File: src/rtl/value_predictor_pkg.sv
// Shared definitions for the last-value load predictor and the core around it:
// default data/PC widths, table size and the D-cache request direction encoding.
package value_predictor_pkg;

  localparam int VP_DATA_WIDTH = 32;
  localparam int VP_ADDR_WIDTH = 32;
  localparam int VP_INDEX_BITS = 6;

  // Direction of a D-cache request, as carried on d_cache_req_write.
  typedef enum logic {
    MEM_READ  = 1'b0,
    MEM_WRITE = 1'b1
  } mem_action_e;

  // True when the request encoding denotes a read.
  function automatic logic is_read(input logic req_write);
    return mem_action_e'(req_write) == MEM_READ;
  endfunction

endpackage

File: src/rtl/value_predictor_table.sv
// Last-value table: 2^INDEX_BITS entries of {valid, data}.
// Combinational lookup port (invalid entries read as zero) and one synchronous
// write port. Every entry is cleared by the asynchronous reset, so the store is
// built from flops rather than block RAM.
module value_predictor_table #(
  parameter int DATA_WIDTH = 32,
  parameter int INDEX_BITS = 6
) (
  input  logic                  clk,
  input  logic                  rst_n,
  input  logic [INDEX_BITS-1:0] rd_index,
  output logic [DATA_WIDTH-1:0] rd_data,
  input  logic                  wr_en,
  input  logic [INDEX_BITS-1:0] wr_index,
  input  logic [DATA_WIDTH-1:0] wr_data
);

  localparam int ENTRIES = 1 << INDEX_BITS;

  logic                  entry_valid [ENTRIES];
  logic [DATA_WIDTH-1:0] entry_data  [ENTRIES];

  genvar gi;
  generate
    for (gi = 0; gi < ENTRIES; gi++) begin : g_entry
      logic                  valid_reg;
      logic [DATA_WIDTH-1:0] data_reg;
      logic                  hit_write;

      assign hit_write = wr_en && (wr_index == INDEX_BITS'(gi));

      // Entry storage: cleared on reset, overwritten when the write port selects it.
      always_ff @(posedge clk or negedge rst_n) begin
        if (!rst_n) begin
          valid_reg <= 1'b0;
          data_reg  <= '0;
        end else if (hit_write) begin
          valid_reg <= 1'b1;
          data_reg  <= wr_data;
        end
      end

      assign entry_valid[gi] = valid_reg;
      assign entry_data[gi]  = data_reg;
    end
  endgenerate

  // Lookup: an entry that has never been trained predicts zero.
  always_comb begin
    rd_data = '0;
    if (entry_valid[rd_index]) begin
      rd_data = entry_data[rd_index];
    end
  end

endmodule

File: src/rtl/value_predictor.sv
// Last-value load predictor. On a D-cache read miss it forwards the value last
// seen for that load PC, then checks it against the real D-cache data. A match
// pulses done; a mismatch requests a register-snapshot restore and, once the
// restore is reported, pulses recovery_done_ack so fetch can restart from
// last_predicted_pc.
module value_predictor
  import value_predictor_pkg::*;
#(
  parameter int DATA_WIDTH = VP_DATA_WIDTH,
  parameter int ADDR_WIDTH = VP_ADDR_WIDTH,
  parameter int INDEX_BITS = VP_INDEX_BITS
) (
  input  logic                  clk,
  input  logic                  rst_n,
  input  logic                  vp_en,
  input  logic [ADDR_WIDTH-1:0] addr,
  input  logic                  d_cache_req_valid,
  input  logic                  d_cache_req_write,
  input  logic                  d_cache_data_valid,
  input  logic [DATA_WIDTH-1:0] d_cache_data,
  input  logic                  out_lock_off,
  input  logic                  recovery_done,
  output logic [DATA_WIDTH-1:0] out,
  output logic                  out_valid,
  output logic                  out_lock,
  output logic                  vp_lock,
  output logic                  done,
  output logic                  en_recover,
  output logic                  recovery_done_ack,
  output logic [ADDR_WIDTH-1:0] last_predicted_pc
);

  typedef enum logic [1:0] {
    IDLE    = 2'd0,
    WAIT    = 2'd1,
    RECOVER = 2'd2,
    ACK     = 2'd3
  } state_e;

  state_e state_reg, state_next;

  logic [INDEX_BITS-1:0] index_reg, index_next;
  logic [DATA_WIDTH-1:0] out_reg, out_next;
  logic                  out_valid_reg, out_valid_next;
  logic                  out_lock_reg, out_lock_next;
  logic                  vp_lock_reg, vp_lock_next;
  logic                  done_reg, done_next;
  logic                  en_recover_reg, en_recover_next;
  logic                  ack_reg, ack_next;
  logic [ADDR_WIDTH-1:0] last_pc_reg, last_pc_next;

  logic [INDEX_BITS-1:0] lookup_index;
  logic [DATA_WIDTH-1:0] lookup_data;
  logic                  start;
  logic                  resolve;
  logic                  predict_hit;

  // Word-aligned PCs: drop the byte offset before indexing.
  assign lookup_index = addr[INDEX_BITS+1:2];

  // A prediction starts only for a read miss while nothing is outstanding.
  assign start   = (state_reg == IDLE) && vp_en && d_cache_req_valid
                   && is_read(d_cache_req_write);
  assign resolve = (state_reg == WAIT) && d_cache_data_valid;
  assign predict_hit = (d_cache_data == out_reg);

  value_predictor_table #(
    .DATA_WIDTH(DATA_WIDTH),
    .INDEX_BITS(INDEX_BITS)
  ) u_table (
    .clk      (clk),
    .rst_n    (rst_n),
    .rd_index (lookup_index),
    .rd_data  (lookup_data),
    .wr_en    (resolve),
    .wr_index (index_reg),
    .wr_data  (d_cache_data)
  );

  // State register.
  always_ff @(posedge clk or negedge rst_n) begin
    if (!rst_n) begin
      state_reg <= IDLE;
    end else begin
      state_reg <= state_next;
    end
  end

  // Next-state logic: one prediction in flight at a time, one ack per recovery.
  always_comb begin
    state_next = state_reg;
    unique case (state_reg)
      IDLE: begin
        if (start) begin
          state_next = WAIT;
        end
      end
      WAIT: begin
        if (d_cache_data_valid) begin
          state_next = predict_hit ? IDLE : RECOVER;
        end
      end
      RECOVER: begin
        if (recovery_done) begin
          state_next = ACK;
        end
      end
      ACK: begin
        if (!recovery_done) begin
          state_next = IDLE;
        end
      end
      default: state_next = IDLE;
    endcase
  end

  // Output logic: next values for every registered output.
  always_comb begin
    index_next      = index_reg;
    out_next        = out_reg;
    out_valid_next  = out_valid_reg;
    vp_lock_next    = vp_lock_reg;
    last_pc_next    = last_pc_reg;
    done_next       = 1'b0;
    en_recover_next = 1'b0;
    ack_next        = 1'b0;

    // A new start takes priority over a same-cycle out_lock_off.
    if (start) begin
      out_lock_next = 1'b1;
    end else if (out_lock_off) begin
      out_lock_next = 1'b0;
    end else begin
      out_lock_next = out_lock_reg;
    end

    unique case (state_reg)
      IDLE: begin
        if (start) begin
          index_next     = lookup_index;
          last_pc_next   = addr;
          out_next       = lookup_data;
          out_valid_next = 1'b1;
          vp_lock_next   = 1'b1;
        end
      end
      WAIT: begin
        if (d_cache_data_valid) begin
          out_valid_next  = 1'b0;
          vp_lock_next    = 1'b0;
          done_next       = predict_hit;
          en_recover_next = !predict_hit;
        end
      end
      RECOVER: begin
        en_recover_next = !recovery_done;
        ack_next        = recovery_done;
      end
      ACK: begin
        // Waiting for recovery_done to drop; no outputs asserted.
      end
      default: begin
      end
    endcase
  end

  // Output registers.
  always_ff @(posedge clk or negedge rst_n) begin
    if (!rst_n) begin
      index_reg      <= '0;
      out_reg        <= '0;
      out_valid_reg  <= 1'b0;
      out_lock_reg   <= 1'b0;
      vp_lock_reg    <= 1'b0;
      done_reg       <= 1'b0;
      en_recover_reg <= 1'b0;
      ack_reg        <= 1'b0;
      last_pc_reg    <= '0;
    end else begin
      index_reg      <= index_next;
      out_reg        <= out_next;
      out_valid_reg  <= out_valid_next;
      out_lock_reg   <= out_lock_next;
      vp_lock_reg    <= vp_lock_next;
      done_reg       <= done_next;
      en_recover_reg <= en_recover_next;
      ack_reg        <= ack_next;
      last_pc_reg    <= last_pc_next;
    end
  end

  assign out               = out_reg;
  assign out_valid         = out_valid_reg;
  assign out_lock          = out_lock_reg;
  assign vp_lock           = vp_lock_reg;
  assign done              = done_reg;
  assign en_recover        = en_recover_reg;
  assign recovery_done_ack = ack_reg;
  assign last_predicted_pc = last_pc_reg;

endmodule

File: config.mk
export PLATFORM = sky130hd
export DESIGN_NAME = value_predictor
export DESIGN_NICKNAME = d
export VERILOG_FILES = /design/src/rtl/value_predictor_pkg.sv /design/src/rtl/value_predictor_table.sv /design/src/rtl/value_predictor.sv
export SDC_FILE = /design/constraint.sdc
export NUM_CORES = 2
export LEC_CHECK = 0
export CORE_MARGIN = 2
export CORE_UTILIZATION = 65
export CTS_CLUSTER_SIZE = 30
export DETAILED_ROUTE_END_ITERATION = 12
export PLACE_DENSITY = 0.88
export SLEW_MARGIN = 40
export SYNTH_ARGS = -nofsm -noshare
export SYNTH_HDL_FRONTEND = slang
export SYNTH_SLANG_ARGS = --single-unit
File: constraint.sdc
create_clock -name clk -period 4.95 [get_ports clk]
set_input_delay 0.495 -clock clk [delete_from_list [all_inputs] [get_ports clk]]
set_output_delay 0.495 -clock clk [all_outputs]
set_load 0.05 [all_outputs]
* Yosys cells after proc, flatten, opt, wreduce, memory -nomap -nowiden
Index checks and enable logic that the tools add are counted.
** Storage, ports and cells
- Logic and storage cells :: 311
- Flip-flop bits (word level) :: 2189
- Output and inout port bits :: 70
** Operators by class
- Eq/ne operators :: 71
- $lt $le $gt $ge :: 1
- Reductions and logical operators :: 77
- Mux-type cells :: 23
- Bitwise gates (word level) :: 2
** Operator list (number)
- $bmux 32 s6 :: 1
- $eq 6x6->1 const B :: 32
- $eq 6x5->1 const B :: 16
- $mux 32 :: 3
- $logic_and 1x1->1 :: 68
- $eq 6x4->1 const B :: 8
- $eq 32x32->1 :: 1
- $eq 6x3->1 const B :: 4
- $eq 6x2->1 const B :: 2
- $mux 1 :: 10
- $mux 2 :: 5
- $ne 2x2->1 const B :: 4
- $pmux 2 s4 :: 1
- $ge 7x7->1 const B :: 1
- $not 6->7 :: 1
- $bmux 1 s6 :: 1
- $eq 6x1->1 const B :: 1
- $logic_not 6->1 :: 1
- $eq 2x2->1 const B :: 2
- $pmux 1 s2 :: 2
- $reduce_and 4->1 :: 1
- $reduce_bool 2->1 :: 2
- $reduce_and 3->1 :: 1
- $eq 2x1->1 const B :: 1
- 4 further kinds :: 5

* Depth between registers and ports, before layout
- Depth in word-level cells :: 6
- Depth in mapped cells :: 13
- Mapped depth without buffers :: 8

* Hierarchy
Synthesis repeated with hierarchy kept, for this count alone.
** Second synthesis, totals
- Cell total of the unflattened synthesis :: 6083
- Area, all modules :: 98483.2 um^2
** Modules (own cells, without submodules)
- value_predictor_table :: sequential area each 52850.7 um^2, area an instance 95370.2 um^2, instances 1, cells an instance 5869
- value_predictor :: sequential area each 1776.7 um^2, area an instance 3113.0 um^2, instances 1, cells an instance 214

* Worst setup path before layout
Ideal clock, no wire load.
- Path kind :: input to register
- Start :: in addr[2]
- End :: reg out_reg[4] (netlist: out[4])
- Arrival time :: 2.449 ns
- Path slack :: 2.369 ns
- Library setup time :: 0.132 ns
- Cell stages on the path :: 10
- Buffers on the path :: 5
- Required time :: 4.818 ns
- Cells stage by stage :: buf_6 > buf_12 > buf_6 > buf_4 > buf_2 > mux4_2 > a22oi_1 > a21oi_1 > nor4_1 > o21ai_1
** On the way
- Cells in the longest elaborated chain, start to end :: 5
** RTL lines
- from (decl) :: RTL line value_predictor.sv:16 : input logic [ADDR_WIDTH-1:0] addr,
- $not 6->7 (implied by the code) * :: RTL line value_predictor_table.sv:51, value_predictor_table.sv:52
- $bmux 32 s6 / $bmux 1 s6 (equally long branches) :: RTL line value_predictor_table.sv:52, value_predictor_table.sv:51
- $mux 32 (implied by the code) / $mux 1 (equally long branches) (2 in series) :: RTL line value_predictor_table.sv:52, value_predictor_table.sv:51
- $mux 32 * :: RTL line value_predictor_table.sv:51 : if (entry_valid[rd_index]) begin
- to (signal assigned) :: RTL line value_predictor.sv:181 : out_reg <= out_next;
- to (decl) :: RTL line value_predictor.sv:43 : logic [DATA_WIDTH-1:0] out_reg, out_next;
Mark *: on every way between the ends. The rest lies on a longest branch, timed or not. The select of a mux whose other input is x is not followed.
A chain may end at the register's enable or synchronous reset.

==> flow_metrics.py <==
metrics = {
    "status": {
        "status": "finished clean",
    },
    "grt": {
        "grt_pass1_wl_um": 413000,
        "grt_max_degree": 155,
        "antenna_found_initial": 29,
        "grt_overflow": 0,
        "grtUsageTotal": 0.367,
        "grt_pass1_vias": 63500,
    },
    "timing": {
        "fin_crit_sh": 0.736,
        "finalCriticalPeriod_ns": 3.64,
        "fmax_mhz": 274,
        "drv_slew": 0,
        "finalSetupViolCount": 0,
        "relSlewSlack": 0.283,
        "rsz0062_at_grt": "no",
        "tns_ns": 0,
        "finalHoldViolCount": 0,
        "tightest_slew_ns": 1.07,
        "fin_skew_ns": 0.0465,
    },
    "clock_network": {
        "clock-root-buffer": "clkbuf_16",
        "cts_tree": "built",
        "clkLatencyLatePin_ns": 0.89,
        "cts.sinks": 2183,
        "clkTransAtPathRegs_ns": 0.06,
        "post_cts_buffers": 0,
        "cts_resized": 0,
        "htreeDepth": 4,
        "ctsHoldBuffers": 1,
        "clock_path_buffers": 3,
        "cts-buffers-inserted": 212,
    },
    "cells_and_area": {
        "drive_gt1_frac": 0.508,
        "largest_reg_flops": 2048,
        "fill_cells": 8658,
        "area.growth.synth_to_final_pct": 10.8,
        "layout.nets": 6401,
    },
    "yosys": {
        "netlist_area_um2": 98200,
        "synth.net_count": 6457,
        "ys.flop_type": "dfrtp_1",
        "synthDistinctLibCells": 58,
        "async_flop_share": 1.00,
        "yosysSeqAreaShare": 0.556,
        "synth_cells": 6380,
        "syn_area_per_cell_um2": 15.4,
        "synth_edf_count": 0,
        "ys_ff_latch": 2183,
        "synth_warnings": 0,
    },
    "floorplanning": {
        "num_io_pins": 142,
        "core_um2": 150000,
        "rows": 142,
        "start_util": 0.655,
        "die_y_um": 393,
        "die_w_um": 393,
        "dieArea_um2": 154000,
    },
    "placement": {
        "routabilityCongestion": 0.903,
        "dp_hpwl_um": 167000,
        "numPortBuffers": 141,
    },
    "min_path": {
        "min-delay-path-class": "in2reg",
    },
    "critical_path": {
        "end_kind": "flip-flop",
        "worst_setup_path_start_kind": "flip-flop",
        "cp.required_ns": 5.68,
        "arrival_ns": 4.38,
        "critical_path_class": "reg2reg",
        "cp_max_fo": 18,
    },
    "drt": {
        "drc": 0,
        "wl_per_cell_um": 32.8,
        "initialDrtViolationCount": 6870,
        "viasPerCell": 7.11,
        "vias": 60500,
        "drt-total-wl_um": 279000,
        "final_antenna_net_count": 0,
        "firstDrtPassIters": 5,
    },
    "power_and_ir_drop": {
        "power_leakage_nw": 52.7,
        "ir_drop_mv": 0.403,
        "total_power_mw": 50.5,
        "pwr_density_cell_nw_per_um2": 464,
    },
    "job": {
        "cap_violations": 0,
    },
}
==> routing by layer <==
layer  global-route usage  vias to the layer above  routed length (um)
li1                     -                    23400                   -
met1                0.478                    32400              102000
met2                0.554                     3677              129000
met3                0.107                      912               30400
met4                0.214                       28               17400
met5                    0                        -                 189
==> power breakdown <==
group          total [mW]  internal [mW]  switching, mW
Clock                16.3           9.31           6.96
Sequential           24.2           21.8           2.42
Combinational        10.0           5.36           4.69
==> cells in the final DEF, fill, tap and decap left out, types with 7 or more instances in the layout <==
| master | netlist | routed |
|---|---|---|
| a211oi_1 | 25 | 25 |
| a21oi_1 | 38 | 36 |
| a221oi_1 | 20 | 20 |
| a22o_1 | 11 | 11 |
| a22oi_1 | 68 | 67 |
| a311oi_1 | 10 | 9 |
| a31oi_1 | 15 | 15 |
| and2_1 | 26 | 25 |
| buf_12 | 7 | 38 |
| buf_16 | 0 | 7 |
| buf_2 | 90 | 34 |
| buf_4 | 33 | 179 |
| bufinv_16 | 0 | 10 |
| clkbuf_1 | 344 | 38 |
| clkbuf_16 | 0 | 216 |
| clkbuf_8 | 0 | 55 |
| clkdlybuf4s50_1 | 0 | 102 |
| clkinv_2 | 0 | 41 |
| dfrtp_1 | 2183 | 2183 |
| mux2_2 | 2056 | 2056 |
| mux2i_1 | 56 | 56 |
| mux4_1 | 7 | 7 |
| mux4_2 | 501 | 501 |
| nand2_1 | 247 | 203 |
| nand2_2 | 0 | 23 |
| nand2_4 | 0 | 20 |
| nand2b_1 | 58 | 57 |
| nand4_1 | 10 | 10 |
| nor2_1 | 51 | 27 |
| nor2_4 | 0 | 20 |
| nor2b_1 | 14 | 10 |
| nor3_1 | 53 | 41 |
| nor3_2 | 0 | 11 |
| nor4_1 | 21 | 21 |
| o21ai_0 | 28 | 28 |
| o21ai_1 | 36 | 36 |
| o22ai_1 | 76 | 76 |
| or2_2 | 29 | 29 |
| xnor2_1 | 32 | 28 |
==> Yosys cell counts, types with 5 or more instances <==
cell       instances  area share
a2111oi_0          6     0.00053
a211oi_1          25      0.0019
a21oi_1           38      0.0019
a221oi_1          20      0.0018
a22o_1            11     0.00098
a22oi_1           68      0.0052
a311oi_1          10     0.00089
a31oi_1           15     0.00096
and2_1            26      0.0017
buf_1            132      0.0050
buf_12             7      0.0014
buf_2             90      0.0046
buf_4             33      0.0025
buf_6             27      0.0031
clkbuf_1         344       0.013
dfrtp_1         2183        0.56
ha_1               5     0.00064
mux2_2          2056        0.24
mux2i_1           56      0.0057
mux4_1             7      0.0019
mux4_2           501        0.11
nand2_1          247      0.0094
nand2b_1          58      0.0037
nand3_1            5     0.00025
nand4_1           10     0.00064
nor2_1            51      0.0019
nor2b_1           14     0.00089
nor3_1            53      0.0027
nor4_1            21      0.0013
o211ai_1           6     0.00046
o21ai_0           28      0.0014
o21ai_1           36      0.0018
o221ai_1           6     0.00053
o22ai_1           76      0.0048
o31ai_1            6     0.00046
o31ai_2            5     0.00064
or2_2             29      0.0018
xnor2_1           32      0.0029
==> worst paths after layout <==
check | start | end | slack (ns) | cells after the start
worst max-delay path | flip-flop | u_table.g_entry[0].data_reg[9]$_DFFE_PN0P_ | 1.31 | 7
worst min-delay path | d_cache_data[28] | u_table.g_entry[56].data_reg[28]$_DFFE_PN0P_ | 0.06 | 2
worst max register to register | flip-flop | u_table.g_entry[0].data_reg[9]$_DFFE_PN0P_ | 1.31 | 7
worst min register to register | u_table.g_entry[56].valid_reg$_DFFE_PN0P_ | u_table.g_entry[56].valid_reg$_DFFE_PN0P_ | 0.47 | 1
max in group asynchronous | rst_n | u_table.g_entry[3].data_reg[7]$_DFFE_PN0P_ | 3.13 | 5
min in group asynchronous | rst_n | u_table.g_entry[53].data_reg[18]$_DFFE_PN0P_ | 0.16 | 2
==> stage by stage <==
step                setup slack [ns]  instance area, um^2  hold slack (ns)  instances   util
finish                          1.31               109000           0.0573       8508  0.726
global placement                1.15               101000            0.441       8117  0.676
global route                    1.24               109000           0.0256       8503  0.726
floorplan                       2.37                98200            0.199       6380      -
CTS                             1.50               109000           0.0177       8496  0.724
detailed placement              1.34               102000            0.444       8119  0.678
==> area by class of cell <==
type	count	area [um^2]	area share
timing repair buffer	367	3580	0.0329
tap	2016	2520	0.0232
antenna	6	15.0	0.000138
clock buffer	309	6300	0.0579
multi-input combinational	3555	41100	0.378
clock inverter	67	683	0.00627
inverter	5	18.8	0.000172
sequential	2183	54600	0.502
==> kinds of logic (layout without fill, tap and decap cells) <==
kind of cell               count (synthesis)  count (layout)  synth area share
muxes                                   2623            2623             0.359
DFF                                     2183            2183             0.556
buffers and inverters                    642             748            0.0306
and+or+nand+nor                          528             528            0.0255
AOI/OAI and AO/OA                        367             367            0.0255
xor gates and xnor gates                  32              32           0.00285
adders and majority gates                  5               5          0.000637
other                                      0               6                 0
==> worst max-delay path, cell delays in order, from the launching register on <==
cell     delay [ns]
dfrtp_1        0.41
inv_1          0.12
ha_1           0.45
nand2_1        0.29
nor3_4         0.68
nand2_2        0.70
buf_4          0.49
mux2_2         0.32
(Power assumes the default switching activity.)
